## config.mk

```make
export PLATFORM = sky130hd
export DESIGN_NAME = init_deal_sequencer
export DESIGN_NICKNAME = d
export VERILOG_FILES = /design/src/rtl/game_pkg.sv /design/src/rtl/deal_lfsr7.sv /design/src/rtl/init_deal_sequencer.sv
export SDC_FILE = /design/constraint.sdc
export NUM_CORES = 1
export LEC_CHECK = 0
export BUFFER_PORTS_ARGS = -buffer_cell sky130_fd_sc_hd__buf_4
export CORE_MARGIN = 1
export CORE_UTILIZATION = 48
export CTS_CLUSTER_SIZE = 24
export DETAILED_ROUTE_END_ITERATION = 7
export PLACE_DENSITY = 0.8
export SYNTH_ARGS = -nofsm -noshare
export SYNTH_HDL_FRONTEND = slang
export SYNTH_SLANG_ARGS = --single-unit
```

## constraint.sdc

```tcl
create_clock -name clk -period 3.4 [get_ports clk]
set_input_delay 0.51 -clock clk [delete_from_list [all_inputs] [get_ports clk]]
set_output_delay 0.51 -clock clk [all_outputs]
set_load 0.005 [all_outputs]
```

## src/rtl/game_pkg.sv

```systemverilog
// Shared game constants, message types and the deal sequencer state set.
// The block that imports this is built with DEAL_DETERMINISTIC_EN optional.
package game_pkg;

  localparam int NUM_CARDS   = 106;
  localparam int CARD_IDX_W  = 7;
  localparam int CARD_TYPE_W = 6;
  localparam int MSG_W       = 4;

  localparam logic [MSG_W-1:0] TABLE_TAKE  = 4'd0;
  localparam logic [MSG_W-1:0] HAND_DRAW   = 4'd4;
  localparam logic [MSG_W-1:0] STATE_CHEAT = 4'd10;

  typedef enum logic [2:0] {
    S_IDLE,
    S_TURN,
    S_SCAN,
    S_SEND,
    S_WAIT_ACK,
    S_WAIT_PEER,
    S_DONE
  } deal_state_e;

  // Folds a 7-bit random value into the card index range.
  function automatic logic [CARD_IDX_W-1:0] card_mod(
    input logic [CARD_IDX_W-1:0] v
  );
    if (v >= CARD_IDX_W'(NUM_CARDS))
      return v - CARD_IDX_W'(NUM_CARDS);
    return v;
  endfunction

endpackage

```

## src/rtl/deal_lfsr7.sv

```systemverilog
// 7-bit Fibonacci LFSR (x^7+x^6+1); loads its seed while i_load is high.
// Shared by the deal sequencer and later random-draw logic.
module deal_lfsr7 #(
  parameter logic [6:0] SEED = 7'h5A
) (
  input  logic       clk,
  input  logic       i_load,
  output logic [6:0] o_value
);

  logic [6:0] r_lfsr;

  always_ff @(posedge clk) begin
    if (i_load)
      r_lfsr <= SEED;
    else
      r_lfsr <= {r_lfsr[5:0], r_lfsr[6] ^ r_lfsr[5]};
  end

  assign o_value = r_lfsr;

endmodule

```

## src/rtl/init_deal_sequencer.sv

```systemverilog
// Opening-deal sequencer: alternates draws with the peer board.
// Define DEAL_DETERMINISTIC_EN to always pick the lowest free card.
module init_deal_sequencer
  import game_pkg::*;
#(
  parameter int         PLAYER     = 0,
  parameter int         DEAL_TOTAL = 28,
  parameter logic [6:0] LFSR_SEED  = 7'h5A
) (
  input  logic                   clk,
  input  logic                   rst,
  input  logic                   interboard_rst,
  input  logic                   start_game,
  input  logic [NUM_CARDS-1:0]   available_card,
  input  logic                   tx_done,
  input  logic                   peer_draw,
  output logic                   transmit,
  output logic                   ctrl_en,
  output logic [MSG_W-1:0]       ctrl_msg_type,
  output logic [CARD_TYPE_W-1:0] ctrl_card,
  output logic [CARD_IDX_W-1:0]  ctrl_card_idx,
  output logic [4:0]             deal_cnt,
  output logic                   busy,
  output logic                   deal_done,
  output logic                   deal_err
);

  localparam logic [4:0] TOTAL = 5'(DEAL_TOTAL);
  localparam logic       P_BIT = (PLAYER % 2) != 0;
  localparam logic [CARD_IDX_W-1:0] LAST =
    CARD_IDX_W'(NUM_CARDS - 1);

  deal_state_e r_state;
  deal_state_e w_next;

  logic                  w_rst;
  logic                  w_hit;
  logic [6:0]            w_lfsr;
  logic [CARD_IDX_W-1:0] w_start_ptr;
  logic [CARD_IDX_W-1:0] r_ptr;
  logic [CARD_IDX_W-1:0] r_left;
  logic [CARD_IDX_W-1:0] r_idx;
  logic [MSG_W-1:0]      r_msg;
  logic [4:0]            r_cnt;
  logic                  r_done;
  logic                  r_err;

  assign w_rst = !rst || interboard_rst;
  assign w_hit = available_card[r_ptr];

  deal_lfsr7 #(.SEED(LFSR_SEED)) u_lfsr (
    .clk     (clk),
    .i_load  (w_rst),
    .o_value (w_lfsr)
  );

`ifdef DEAL_DETERMINISTIC_EN
  assign w_start_ptr = '0;
`else
  assign w_start_ptr = card_mod(w_lfsr);
`endif

  always_ff @(posedge clk) begin
    if (w_rst)
      r_state <= S_IDLE;
    else
      r_state <= w_next;
  end

  always_comb begin
    w_next = r_state;
    unique case (r_state)
      S_IDLE:
        if (start_game) w_next = S_TURN;
      S_TURN:
        if (r_cnt == TOTAL)
          w_next = S_DONE;
        else if (r_cnt[0] == P_BIT)
          w_next = S_SCAN;
        else
          w_next = S_WAIT_PEER;
      S_SCAN:
        if (w_hit)
          w_next = S_SEND;
        else if (r_left == 7'd1)
          w_next = S_DONE;
      S_SEND:
        w_next = S_WAIT_ACK;
      S_WAIT_ACK:
        if (tx_done) w_next = S_TURN;
      S_WAIT_PEER:
        if (peer_draw) w_next = S_TURN;
      S_DONE:
        if (start_game) w_next = S_TURN;
      default:
        w_next = S_IDLE;
    endcase
  end

  always_ff @(posedge clk) begin
    if (w_rst) begin
      r_ptr  <= '0;
      r_left <= '0;
      r_idx  <= '0;
      r_msg  <= '0;
      r_cnt  <= '0;
      r_done <= 1'b0;
      r_err  <= 1'b0;
    end else begin
      unique case (r_state)
        S_IDLE, S_DONE:
          if (start_game) begin
            r_cnt  <= '0;
            r_done <= 1'b0;
            r_err  <= 1'b0;
          end
        S_TURN: begin
          r_ptr  <= w_start_ptr;
          r_left <= CARD_IDX_W'(NUM_CARDS);
          if (r_cnt == TOTAL) r_done <= 1'b1;
        end
        S_SCAN:
          if (w_hit) begin
            r_idx <= r_ptr;
            r_msg <= HAND_DRAW;
          end else begin
            r_ptr  <= (r_ptr == LAST) ? '0 : r_ptr + 7'd1;
            r_left <= r_left - 7'd1;
            if (r_left == 7'd1) r_err <= 1'b1;
          end
        S_WAIT_ACK:
          if (tx_done && r_cnt != TOTAL) r_cnt <= r_cnt + 5'd1;
        S_WAIT_PEER:
          if (peer_draw && r_cnt != TOTAL) r_cnt <= r_cnt + 5'd1;
        default: ;
      endcase
    end
  end

  always_comb begin
    ctrl_en  = 1'b0;
    transmit = 1'b0;
    busy     = 1'b1;
    unique case (r_state)
      S_IDLE, S_DONE: busy = 1'b0;
      S_SCAN:         transmit = 1'b1;
      S_SEND: begin
        transmit = 1'b1;
        ctrl_en  = 1'b1;
      end
      S_WAIT_ACK:     transmit = 1'b1;
      default: ;
    endcase
  end

  assign ctrl_msg_type = r_msg;
  assign ctrl_card_idx = r_idx;
  assign ctrl_card     = r_idx[CARD_IDX_W-1:1];
  assign deal_cnt      = r_cnt;
  assign deal_done     = r_done;
  assign deal_err      = r_err;

endmodule

```

==> summary by stage, run 1 <==
Synth
Sorting the synthesized cells by area gives the leading types as sky130_fd_sc_hd__dfxtp_1, sky130_fd_sc_hd__mux2i_1, sky130_fd_sc_hd__mux4_1, sky130_fd_sc_hd__mux4_2, sky130_fd_sc_hd__nand2_1. In the synthesized netlist, mux cells make up 24.3% of the area. The most common cell in the synthesized netlist is sky130_fd_sc_hd__dfxtp_1. The synthesized design contains 39 register bits. The synthesized design contains 0 enable-type register cells. The top cell type by area accounts for between 20% and 30% of the synthesized area.

The count of distinct cell types in the synthesized netlist is 65. The share of synthesized flip-flops with an asynchronous set or reset is 0%. Summing every instance area after synthesis gives 3180 um^2. A synthesized cell averages 9.12 um^2.

Counting instances in the post-synthesis netlist gives the leading cell types as sky130_fd_sc_hd__dfxtp_1, sky130_fd_sc_hd__nand2_1, sky130_fd_sc_hd__mux2i_1. The simple logic cell fraction of the synthesized area is between 20% and 30%. The area share of fa/ha/maj cells after synthesis is approximately 3.1%.

Among all flip-flop cells after synthesis, the most frequent one is sky130_fd_sc_hd__dfxtp_1. The largest area contributor in the netlist is sky130_fd_sc_hd__dfxtp_1. After synthesis, flip-flops and latches occupy 24.5% of the total area. Summing the areas of all xor and xnor instances in the mapped netlist gives under 10% of the synthesized area. The count of yosys warnings during synthesis is 0. The post-synthesis compound-gate area fraction is between 10% and 20%. The dominant combinational cell family by area after synthesis is multiplexers.

In the synthesized netlist, the number of instances is 349.

Power and ir drop
Summed over all cells, the static leakage comes to 1.74 nW. The peak supply drop is between 0.2 and 0.25 mV. In this run the power density over the cells is 276 nW/um^2.

STA
On the final layout, the worst clock skew is ~0.0027 ns. The worst slew margin relative to its limit is 55.5%. The clock period could shrink to roughly 3.2 ns. The share of the clock period used by the worst path after layout is between 90% and 100%.

Setup total negative slack on the finished layout was measured at 0 ns. The post-layout worst setup margin is 0.241 ns. The number of endpoints with negative hold slack in the final report is 0. The number of failing setup endpoints in the final timing report is 0.

Setup repair after global routing left no endpoint under its margin. The post-route worst hold slack is roughly 0.48 ns. At the pin with the least slew margin, the transition time is 0.668 ns. For this run, the top clock speed supported by timing is ~320 MHz. The count of final max-slew check failures is 0.

Route
In the detailed route, the total length drawn on met3 is 595 um. The met2 routed wirelength is between 4000 and 5000 um. The topmost layer with routed signal wires is met4.

The aggregate routed wire length is 9180 um. Dividing the detail-routed wire length by the instance count gives approximately 17 um. The met1 wire length is approximately 3600 um. The number of DRC markers in iteration 0 is between 100 and 150. The DRC violation count after routing is 0.

The final route contains 3153 vias. The number of nets with antenna violations after routing is 0. The first detailed-routing pass took 4 iterations. The average vias per placed instance is around 5.8.

Setup path
The critical path class is flip-flop to flip-flop. STA classifies the critical path endpoint as a flip-flop. For the worst setup path, the data arrival time is between 3 and 4 ns. The largest single stage delay on the critical path is 0.58 ns.

In this run the worst path has a maximum fanout of 16. STA puts the critical path data required time at between 3 and 4 ns. Together, buffers and inverters on the worst path number 1.

STA classifies the critical path startpoint as a flip-flop. Traced cell by cell, the critical path runs through buf_4 -> mux4_1 -> a221o_1 -> a2111oi_4 -> nor2_4 -> or3_1 -> a31oi_1. The cell family contributing the most delay on the critical path is compound AO/OA/AOI/OAI gates.

The worst reg-to-reg setup slack is 0.24 ns. The largest individual stage delay along the critical path comes from the cell sky130_fd_sc_hd__mux4_1.

Status
The flow ran to the end, and the final reports show no timing, DRC or antenna violations.

Min path
The tightest min-delay check is of the flip-flop to flip-flop type.

Floorplan
The initial standard-cell utilization of the core is approximately half. The overall die height is 83.5 um. In this run the core area contains 29 standard-cell rows.

After floorplanning, the core was sized to cover ~6400 um^2. The floorplan step defined a die boundary enclosing around 7000 um^2. The top-level port count is between 100 and 150. The horizontal extent of the die is approximately 83 um.

Clock tree
The clock net in this run drives a total of 39 sinks. The number of buffers between clock root and the deepest sink is 2. The cts-stage hold buffer count is 0. The CTS clock-pin slew for the worst setup and hold paths is approximately 0.070 ns. The deepest level of the CTS H-tree is 2. TritonCTS created 5 clock buffers.

The CTS root buffer is sky130_fd_sc_hd__clkbuf_8. The post-cts repair resize count is 0. Clock latency on the worst-skew pair, taken at its later pin, is between 0.2 and 0.3 ns.

Buffers added to address setup during post-CTS repair amount to 0. TritonCTS built the clock tree.

Layout
The area growth from synthesis to final layout is 34.3%. After filler insertion, the fill cell instance count of the layout stands at slightly above 500. In the final design database the tool counted 589 nets. The share of layout cells above drive strength 1 is between 30% and 40%. The number of antenna diodes in the final layout is 0.

Placed design
Port buffering added between 100 and 150 buffers. The post-DP HPWL is slightly above 7000 um. The worst setup slack after placement is between 0.2 and 0.3 ns. The final weighted congestion in routability-driven placement is 0.890.

Run
The tool flagged a number of max-cap violations equal to 0.

GRT
Entering global routing, the biggest net connects 29 pins. For this run the aggregate overflow at the end of global routing stands at 0. The first global-routing pass estimated 14900 um of wire.

The overall global routing resource usage is around a quarter. The initial antenna violation count came to 0. The number of global-route vias before repair is 3096.
[worst reg2reg max path: stages, from the launching register on]
cell and delay [ns]:
sky130_fd_sc_hd__dfxtp_2 0.52, sky130_fd_sc_hd__buf_4 0.32, sky130_fd_sc_hd__mux4_1 0.58, sky130_fd_sc_hd__a221o_1 0.41
sky130_fd_sc_hd__a2111oi_4 0.56, sky130_fd_sc_hd__nor2_4 0.13, sky130_fd_sc_hd__or3_1 0.39, sky130_fd_sc_hd__a31oi_1 0.17
[state kept, by name, indices dropped and copies added (netlist names)]
signal          flops
ctrl_card_idx       7
ctrl_msg_type       1
deal_cnt            5
deal_done           1
deal_err            1
r_left              7
r_ptr               7
r_state             3
u_lfsr.o_value      7
[layer usage]
metal,up-vias,track usage (%)
li1,1530,-
met1,1488,31.0
met2,121,48.7
met3,14,4.85
met4,0,9.55
met5,-,0
[cell usage in the layout, fill, tap and decap left out, types with 3 or more instances in the layout]
| cell | synthesis | layout |
|---|---|---|
| sky130_fd_sc_hd__mux2i_1 | 29 | 29 |
| sky130_fd_sc_hd__or3_1 | 6 | 6 |
| sky130_fd_sc_hd__nand2b_1 | 10 | 10 |
| sky130_fd_sc_hd__ha_1 | 8 | 8 |
| sky130_fd_sc_hd__mux2_2 | 4 | 4 |
| sky130_fd_sc_hd__nor2_1 | 26 | 26 |
| sky130_fd_sc_hd__nor3_1 | 5 | 5 |
| sky130_fd_sc_hd__mux4_2 | 9 | 9 |
| sky130_fd_sc_hd__o21a_1 | 3 | 3 |
| sky130_fd_sc_hd__buf_4 | 10 | 142 |
| sky130_fd_sc_hd__o21ai_0 | 13 | 13 |
| sky130_fd_sc_hd__a21oi_1 | 13 | 13 |
| sky130_fd_sc_hd__o211ai_1 | 4 | 4 |
| sky130_fd_sc_hd__o221ai_1 | 4 | 4 |
| sky130_fd_sc_hd__inv_1 | 12 | 12 |
| sky130_fd_sc_hd__mux4_1 | 9 | 9 |
| sky130_fd_sc_hd__dfxtp_1 | 39 | 38 |
| sky130_fd_sc_hd__xor2_1 | 6 | 6 |
| sky130_fd_sc_hd__and2_1 | 5 | 5 |
| sky130_fd_sc_hd__a22oi_1 | 3 | 3 |
| sky130_fd_sc_hd__nand2_1 | 35 | 35 |
| sky130_fd_sc_hd__xnor2_1 | 3 | 3 |
| sky130_fd_sc_hd__conb_1 | 1 | 3 |
| sky130_fd_sc_hd__o21ai_1 | 4 | 4 |
| sky130_fd_sc_hd__nand3b_1 | 5 | 5 |
| sky130_fd_sc_hd__nand3_1 | 9 | 9 |
| sky130_fd_sc_hd__nand4_1 | 5 | 5 |
| sky130_fd_sc_hd__nor2b_1 | 7 | 7 |
| sky130_fd_sc_hd__clkbuf_8 | 4 | 5 |
| sky130_fd_sc_hd__nand4b_1 | 3 | 3 |
[final cells by class]
class                   count  area (um^2)  area share [%]
inverters                  12         45.0            1.05
multi-input cells         269         2150            50.4
clock buffers               6         72.6            1.70
well taps                  77         96.3            2.25
clock inverters             2         60.1            1.40
repair buffers            142         1070            24.9
flip-flops and latches     39          782            18.3
[worst paths after layout]
check	from	depth (start not counted)	endpoint
worst max-delay path	r_ptr[0]$_SDFFE_PP0P_	7	r_left[6]$_SDFFE_PP0P_
worst min-delay path	ctrl_msg_type[2]$_SDFFE_PP0P_	1	ctrl_msg_type[2]$_SDFFE_PP0P_
worst max register to register	r_ptr[0]$_SDFFE_PP0P_	7	r_left[6]$_SDFFE_PP0P_
worst min register to register	ctrl_msg_type[2]$_SDFFE_PP0P_	1	ctrl_msg_type[2]$_SDFFE_PP0P_
[logic make-up (layout without fill, tap and decap cells)]
logic type | count (synthesis) | after routing
xor+xnor | 9 | 9
simple gates | 126 | 126
buf+inv | 43 | 162
fa+ha+maj | 8 | 8
flops | 39 | 39
compound gates | 72 | 72
mux | 51 | 51
other cells | 1 | 3
[metrics by stage]
stage	std cells	total power, mW	instance area, um^2	utilization (%)
6_report	547	1.18	4280	66.9
5_1_grt	547	1.23	4280	66.9
4_1_cts	547	1.19	4280	66.9
3_5_place_dp	539	0.735	4140	64.9
3_3_place_gp	539	0.730	4140	64.9
2_1_floorplan	351	0.611	3190	-
[power by group]
group	switching, mW	total (mW)	internal (mW)
sequential	0.0169	0.483	0.466
combinational	0.0940	0.244	0.150
clock	0.160	0.453	0.293
No activity file was read; power rests on OpenSTA's default activity.
==> inputs of run 2 (changes only) <==
- CELL_PAD_IN_SITES_DETAIL_PLACEMENT: unset -> 0
- CELL_PAD_IN_SITES_GLOBAL_PLACEMENT: unset -> 1
- CORE_UTILIZATION: 48 -> 35
- PLACE_DENSITY: 0.8 -> 0.93
==> summary by stage, run 2 (synthesized netlist as in run 1, its figures left out) <==
Status
Run status: finished clean (unchanged).

GRT
The overall global routing resource usage is 18.7% (was 26.6%). The pin count of the biggest net entering global routing was 21 (was 29). The number of global-route vias before repair is 3040 (was 3096). The initial antenna violation count is 0 (unchanged). The total overflow reported by the global router came to 0 (unchanged). The global-route wire length before repair is 14600 um (was 14900 um).

Clock tree
The post-cts repair resize count is 0 (unchanged). The worst-skew pair later-pin latency is 0.29 ns (about the same). The CTS clock-pin slew for the worst setup and hold paths is 0.08 ns (was 0.07 ns). The clock sink count was 39 (unchanged).

The deepest level of the CTS H-tree was 2 (unchanged). The CTS buffer count is 5 (unchanged). The buffers inserted during post-CTS setup optimization is 0 (unchanged). The cts-stage hold buffer count is 0 (unchanged). The CTS tree is yes (unchanged).

The CTS root buffer is sky130_fd_sc_hd__clkbuf_8 (unchanged). The number of buffers between clock root and the deepest sink came to 2 (unchanged).

STA
The clock period minus final worst setup slack is 3.11 ns (was 3.16 ns). The highest clock frequency the design can meet came to 321 MHz (was 317 MHz). The setup clock skew after layout was 0.0124 ns (was 0.00269 ns).

The post-layout worst setup margin is 0.286 ns (was 0.241 ns). The share of the clock period used by the worst path after layout is 91.6% (was 92.9%). RSZ-0062 raised after global routing: no (unchanged). The number of endpoints with negative hold slack in the final report came to 0 (unchanged).

The number of failing setup endpoints in the final timing report is 0 (unchanged). The count of final max-slew check failures came to 0 (unchanged). The pin slew with the least headroom to its limit was 0.760 ns (was 0.668 ns). The worst slew margin relative to its limit came to 49.1% (was 55.5%). The final total negative setup slack is 0 ns (unchanged).

Route
The average routed wire per standard cell is 15.9 um (was 16.8 um). The number of iterations in the first detailed-routing pass was 4 (unchanged). The aggregate routed wire length is 9170 um (was 9180 um). The number of DRC markers in iteration 0 is 181 (was 126). The number of nets with antenna violations after routing is 0 (unchanged).

The average vias per placed instance was 5.42 (was 5.76). The detailed-route via count came to 3128 (was 3153). The DRC violation count after routing is 0 (unchanged).

Power and ir drop
The power density normalized to cell area is 242 nW/um^2 (was 276 nW/um^2). The reported leakage power was 1.71 nW (was 1.74 nW). The peak supply drop is 0.123 mV (was 0.249 mV).

Layout
The final net count is 588 (was 589). The antenna diode count is 0 (unchanged). The cell area after layout was 4260 um^2 (was 4280 um^2). The share of layout cells above drive strength 1 is 36.9% (was 36.8%). The commonest non-fill, non-tap cell in the layout was sky130_fd_sc_hd__buf_4 (unchanged).

The area growth from synthesis to final layout is 33.8% (was 34.3%). Commonest non-fill, non-tap cells in the layout: sky130_fd_sc_hd__buf_4, sky130_fd_sc_hd__dfxtp_1, sky130_fd_sc_hd__nand2_1 (unchanged). The final core area utilization came to 48.6% (was 66.9%).

Floorplan
The overall die height is 97.4 um (was 83.5 um). The top-level port count is 139 (unchanged). The die area was 9480 um^2 (was 6960 um^2). The number of standard-cell rows in the floorplan came to 34 (was 29). The floorplan core area came to 8760 um^2 (was 6390 um^2). The initial standard-cell utilization of the core is 36.3% (was 49.9%). The horizontal extent of the die came to 97.4 um (was 83.5 um).

Setup path
The worst endpoint required time is 3.62 ns (was 3.61 ns). The worst path arrival time was 3.33 ns (was 3.37 ns). The length in cells of the worst reg-to-reg path is 7 (unchanged).

The kind of capture point of the worst setup path is a flip-flop (unchanged). The critical path class is flip-flop to flip-flop (unchanged). The biggest fanout along the worst timing path is 14 (was 16). The kind of start point of the critical path is a flip-flop (unchanged).

Placed design
The final weighted congestion in routability-driven placement is 0.828 (was 0.890). The worst setup slack after placement is 0.301 ns (was 0.263 ns). The post-placement cell area came to 4180 um^2 (was 4140 um^2). The number of I/O port buffers was 135 (unchanged). The post-DP HPWL is 7280 um (was 7130 um).

Min path
The path category of the worst min-delay check is flip-flop to flip-flop (unchanged). The number of stages on the worst hold path is 2 (was 1).

Run
The max-cap violation count is 0 (unchanged).
[run 2: per-stage QoR]
step                      hold slack [ns]  power, mW  std cells
after floorplan                     0.427      0.611        351
after global routing                0.498       1.09        577
after detailed placement            0.460      0.738        569
final                               0.467       1.03        577
after global placement              0.455      0.733        569
after CTS                           0.474       1.04        577
[run 2: worst paths after layout]
check                           slack (ns)                          start                            end
worst min register to register        0.47  ctrl_card_idx[0]$_SDFFE_PP0P_  ctrl_card_idx[0]$_SDFFE_PP0P_
worst max register to register        0.29          r_ptr[0]$_SDFFE_PP0P_          r_ptr[2]$_SDFFE_PP0P_
worst min-delay path                  0.47  ctrl_card_idx[0]$_SDFFE_PP0P_  ctrl_card_idx[0]$_SDFFE_PP0P_
worst max-delay path                  0.29          r_ptr[0]$_SDFFE_PP0P_          r_ptr[2]$_SDFFE_PP0P_
[run 2: area by class of cell]
cell class / instances / area, um^2
flip-flops and latches: 39 / 782
inverters: 12 / 45.0
well taps: 108 / 135
clock inverters: 2 / 12.5
repair buffers: 141 / 1060
multi-input cells: 269 / 2160
clock buffers: 6 / 72.6
fillers: 846 / 4500
[run 2: routing by layer]
| layer | share of wire (%) | track usage (%) | vias to the layer above |
|---|---|---|---|
| met5 | 0 | 0 | - |
| met4 | 1.9 | 6.33 | 0 |
| met3 | 6.1 | 3.60 | 11 |
| met2 | 51 | 33.4 | 115 |
| met1 | 42 | 22.2 | 1479 |
| li1 | - | - | 1523 |
[run 2: worst max-delay path, stage by stage, from the launching register on]
cell and delay [ns]:
sky130_fd_sc_hd__dfxtp_2 0.52, sky130_fd_sc_hd__buf_4 0.31, sky130_fd_sc_hd__mux4_1 0.59, sky130_fd_sc_hd__a221o_1 0.42
sky130_fd_sc_hd__a2111oi_4 0.54, sky130_fd_sc_hd__nor3_2 0.20, sky130_fd_sc_hd__or3_1 0.38, sky130_fd_sc_hd__o211ai_1 0.08
[run 2: report_power, final]
group / switching, mW / internal, mW / total, mW / leakage, nW
combinational: 0.0961 / 0.149 / 0.245 / 1.35
sequential: 0.0160 / 0.466 / 0.482 / 0.317
clock: 0.161 / 0.143 / 0.305 / 0.0412
==> inputs of run 3 (changes only) <==
- HOLD_SLACK_MARGIN: unset -> 0.08
- PLACE_DENSITY: 0.93 -> 0.94
- SYNTH_HIERARCHICAL: unset -> 1
==> summary by stage, run 3 <==
STA
The count of final max-slew check failures is 0 (unchanged). The clock period minus final worst setup slack came to 2.88 ns (was 3.11 ns). The post-layout worst setup margin was 0.523 ns (was 0.286 ns). The pin slew with the least headroom to its limit is 0.876 ns (was 0.760 ns). RSZ-0062 raised after global routing: no (unchanged). The highest clock frequency the design can meet is 348 MHz (was 321 MHz). The share of the clock period used by the worst path after layout is 84.6% (was 91.6%). The post-route worst hold slack is 0.456 ns (was 0.467 ns). The worst slew margin relative to its limit was 41.5% (was 49.1%). The number of failing setup endpoints in the final timing report came to 0 (unchanged). The number of endpoints with negative hold slack in the final report is 0 (unchanged).

The final total negative setup slack was 0 ns (unchanged). The setup clock skew after layout is 0.0101 ns (was 0.0124 ns).

Clock tree
The CTS root buffer is sky130_fd_sc_hd__clkbuf_8 (unchanged). The deepest level of the CTS H-tree was 2 (unchanged). The CTS tree is yes (unchanged).

The cts-stage hold buffer count is 0 (unchanged). The number of buffers between clock root and the deepest sink was 2 (unchanged). The post-cts repair resize count was 0 (unchanged).

The buffers inserted during post-CTS setup optimization is 0 (unchanged). The clock sink count is 39 (unchanged). The worst-skew pair later-pin latency came to 0.29 ns (about the same). The CTS buffer count was 5 (unchanged). The CTS clock-pin slew for the worst setup and hold paths was 0.08 ns (about the same).

GRT
The total overflow reported by the global router is 0 (unchanged). The global-route track usage on met1 came to 25.7% (was 22.2%). The peak-usage layer in the global routing report was met2 (unchanged). The initial antenna violation count is 0 (unchanged). The number of global-route vias before repair came to 3152 (was 3040). The overall global routing resource usage is 19.6% (was 18.7%). The global-route track usage on met3 came to 2.96% (was 3.60%). The pin count of the biggest net entering global routing is 30 (was 21). The global-route wire length before repair came to 15200 um (was 14600 um). The routing usage on met2 is 33.9% (was 33.4%).

Synth
The synthesized area per cell is 9.16 um^2 (was 9.12 um^2). The synthesized cell area is 3130 um^2 (was 3180 um^2). The area share of fa/ha/maj cells after synthesis is 2.79% (was 3.14%). The share of synthesized flip-flops with an asynchronous set or reset came to 0% (unchanged). The number of enable-type register cells in the synthesized netlist came to 0 (unchanged). The number of storage elements in the synthesis netlist is 39 (unchanged). The number of instances in the synthesized netlist came to 342 (was 349).

The count of yosys warnings during synthesis is 6 (was 0). Top cells by count, synth: sky130_fd_sc_hd__dfxtp_1, sky130_fd_sc_hd__nor2_1, sky130_fd_sc_hd__mux2i_1 (was sky130_fd_sc_hd__dfxtp_1, sky130_fd_sc_hd__nand2_1, sky130_fd_sc_hd__mux2i_1). The share of cell area taken by muxes after synthesis is 25.3% (was 24.3%). The simple logic cell fraction of the synthesized area is 18.3% (was 20.4%).

The most common cell in the synthesized netlist is sky130_fd_sc_hd__dfxtp_1 (unchanged). The primary flip-flop cell chosen by synthesis mapping was sky130_fd_sc_hd__dfxtp_1 (unchanged). The area share of the largest cell type after synthesis was 24.9% (was 24.5%).

The post-synthesis compound-gate area fraction came to 17.3% (was 16.9%). The count of distinct cell types in the synthesized netlist came to 61 (was 65). The part of the Yosys area used for sequential elements is 24.9% (was 24.5%).

The area share of xor/xnor cells in the synthesized design is 1.96% (was 2.48%). The largest area contributor in the netlist was sky130_fd_sc_hd__dfxtp_1 (unchanged). The dominant combinational cell family by area after synthesis was multiplexers (unchanged). Top cells by area in the synthesized netlist: sky130_fd_sc_hd__dfxtp_1, sky130_fd_sc_hd__mux4_2, sky130_fd_sc_hd__mux2i_1, sky130_fd_sc_hd__nand3_1, sky130_fd_sc_hd__a21oi_1 (was sky130_fd_sc_hd__dfxtp_1, sky130_fd_sc_hd__mux2i_1, sky130_fd_sc_hd__mux4_1, sky130_fd_sc_hd__mux4_2, sky130_fd_sc_hd__nand2_1).

Setup path
The worst reg-to-reg setup slack was 0.52 ns (was 0.29 ns). The length in cells of the worst reg-to-reg path is 8 (was 7). The kind of capture point of the worst setup path was a flip-flop (unchanged).

The biggest fanout along the worst timing path is 23 (was 14). The kind of start point of the critical path is a flip-flop (unchanged). The worst path arrival time is 3.05 ns (was 3.33 ns). The worst reg2reg path endpoint is r_left[1]$_SDFFE_PP0P_ (was r_ptr[2]$_SDFFE_PP0P_). The critical path class is flip-flop to flip-flop (unchanged). The reg-to-reg critical path startpoint is r_ptr[1]$_SDFFE_PP0P_ (was r_ptr[0]$_SDFFE_PP0P_). The worst endpoint required time is 3.58 ns (was 3.62 ns).

Route
The number of nets with antenna violations after routing is 0 (unchanged). The detailed-route via count is 3171 (was 3128). The DRC violation count after routing is 0 (unchanged).

The number of iterations in the first detailed-routing pass is 6 (was 4). The number of DRC markers in iteration 0 was 209 (was 181). The average routed wire per standard cell is 16.3 um (was 15.9 um). The aggregate routed wire length is 9270 um (was 9170 um).

The average vias per placed instance is 5.56 (was 5.42).

Layout
The number of non-filler instances in the completed layout is 570 (was 577). The area growth from synthesis to final layout was 34.0% (was 33.8%). The share of layout cells above drive strength 1 came to 39.4% (was 36.9%). Commonest non-fill, non-tap cells in the layout: sky130_fd_sc_hd__buf_4, sky130_fd_sc_hd__dfxtp_1, sky130_fd_sc_hd__nor2_1 (was sky130_fd_sc_hd__buf_4, sky130_fd_sc_hd__dfxtp_1, sky130_fd_sc_hd__nand2_1).

The antenna diode count is 0 (unchanged). The commonest non-fill, non-tap cell in the layout is sky130_fd_sc_hd__buf_4 (unchanged). The final net count was 580 (was 588).

Floorplan
The number of standard-cell rows in the floorplan is 34 (unchanged). The initial standard-cell utilization of the core is 36.1% (was 36.3%). The floorplan core area came to 8680 um^2 (was 8760 um^2). The top-level port count is 139 (unchanged). The overall die height was 96.6 um (was 97.4 um).

The die area is 9340 um^2 (was 9480 um^2). The horizontal extent of the die is 96.6 um (was 97.4 um).

Power and ir drop
The power density normalized to cell area is 266 nW/um^2 (was 242 nW/um^2). The peak supply drop is 0.167 mV (was 0.123 mV). The reported leakage power was 1.77 nW (was 1.71 nW). The post-layout total power came to 1.12 mW (was 1.03 mW).

Status
Run status: finished clean (unchanged).

Min path
The number of stages on the worst hold path was 2 (unchanged). The path category of the worst min-delay check is flip-flop to flip-flop (unchanged). The worst-case hold path end point is ctrl_msg_type[2]$_SDFFE_PP0P_ (was ctrl_card_idx[0]$_SDFFE_PP0P_). The start point of the worst hold path is ctrl_msg_type[2]$_SDFFE_PP0P_ (was ctrl_card_idx[0]$_SDFFE_PP0P_).

Placed design
The number of I/O port buffers is 135 (unchanged). The worst setup slack after placement is 0.545 ns (was 0.301 ns). The placed cell count came to 562 (was 569). The post-DP HPWL is 7330 um (was 7280 um).

The final weighted congestion in routability-driven placement is 0.860 (was 0.828).

Run
The max-cap violation count came to 0 (unchanged).
[run 3: cell count changes in the layout (fill, tap and decap cells not counted), sizes merged, moves of 6 or more]
cell	previous run	this run
a211oi	2	8
mux2i	29	23
nand2	35	22
nand3	9	19
[run 3: final cells by class]
type | count | area (um^2)
multi-input cells | 257 | 2070
repair buffers | 142 | 1070
clock inverters | 3 | 20.0
inverters | 16 | 60.1
flip-flops and latches | 39 | 781
well taps | 108 | 135
clock buffers | 5 | 68.8
fillers | 856 | 4480
[run 3: stage by stage]
step	cell area, um^2	util [%]
after detailed placement	4110	47.4
after floorplan	3140	-
final	4200	48.4
after global routing	4200	48.4
after CTS	4200	48.4
after global placement	4110	47.4
[run 3: per-layer routing]
| layer | vias to the layer above | wire (um) |
|---|---|---|
| met5 | - | 0 |
| met4 | 0 | 165 |
| met3 | 15 | 412 |
| met2 | 95 | 4760 |
| met1 | 1549 | 3930 |
| li1 | 1512 | - |
[run 3: power breakdown]
group / internal, mW / leakage [nW] / switching (mW)
clock: 0.143 / 0.0402 / 0.169
sequential: 0.469 / 0.316 / 0.0206
combinational: 0.181 / 1.42 / 0.135
total: 0.793 / 1.77 / 0.325
[run 3: how the worst max path moves through the flow]
stage	slack [ns]	endpoint	startpoint	cells after the start
floorplan	0.93	ctrl_card_idx[2]$_SDFFE_PP0P_	r_ptr[0]$_SDFFE_PP0P_	10
global placement	0.64	r_left[1]$_SDFFE_PP0P_	r_ptr[1]$_SDFFE_PP0P_	8
detailed placement	0.55	r_left[1]$_SDFFE_PP0P_	r_ptr[1]$_SDFFE_PP0P_	8
CTS	0.51	r_left[1]$_SDFFE_PP0P_	r_ptr[1]$_SDFFE_PP0P_	8
global route	0.33	r_left[1]$_SDFFE_PP0P_	r_ptr[1]$_SDFFE_PP0P_	8
finish	0.52	r_left[1]$_SDFFE_PP0P_	r_ptr[1]$_SDFFE_PP0P_	8
[run 3: worst max-delay path, cell delays in order (launching register included)]
cell	delay (ns)
sky130_fd_sc_hd__dfxtp_1	0.49
sky130_fd_sc_hd__buf_4	0.36
sky130_fd_sc_hd__mux2i_1	0.13
sky130_fd_sc_hd__mux4_2	0.48
sky130_fd_sc_hd__a31oi_1	0.21
sky130_fd_sc_hd__o211ai_2	0.18
sky130_fd_sc_hd__a21oi_1	0.41
sky130_fd_sc_hd__nor2_1	0.14
sky130_fd_sc_hd__o311a_1	0.35
[run 3: kinds of logic after synthesis]
family / count (synthesis)
other: 1
flip-flops: 39
buffers and inverters: 48
AND/OR/NAND/NOR: 113
multiplexers: 49
AO/OA/AOI/OAI: 78
XOR/XNOR: 7
adder cells (fa/ha/maj): 7
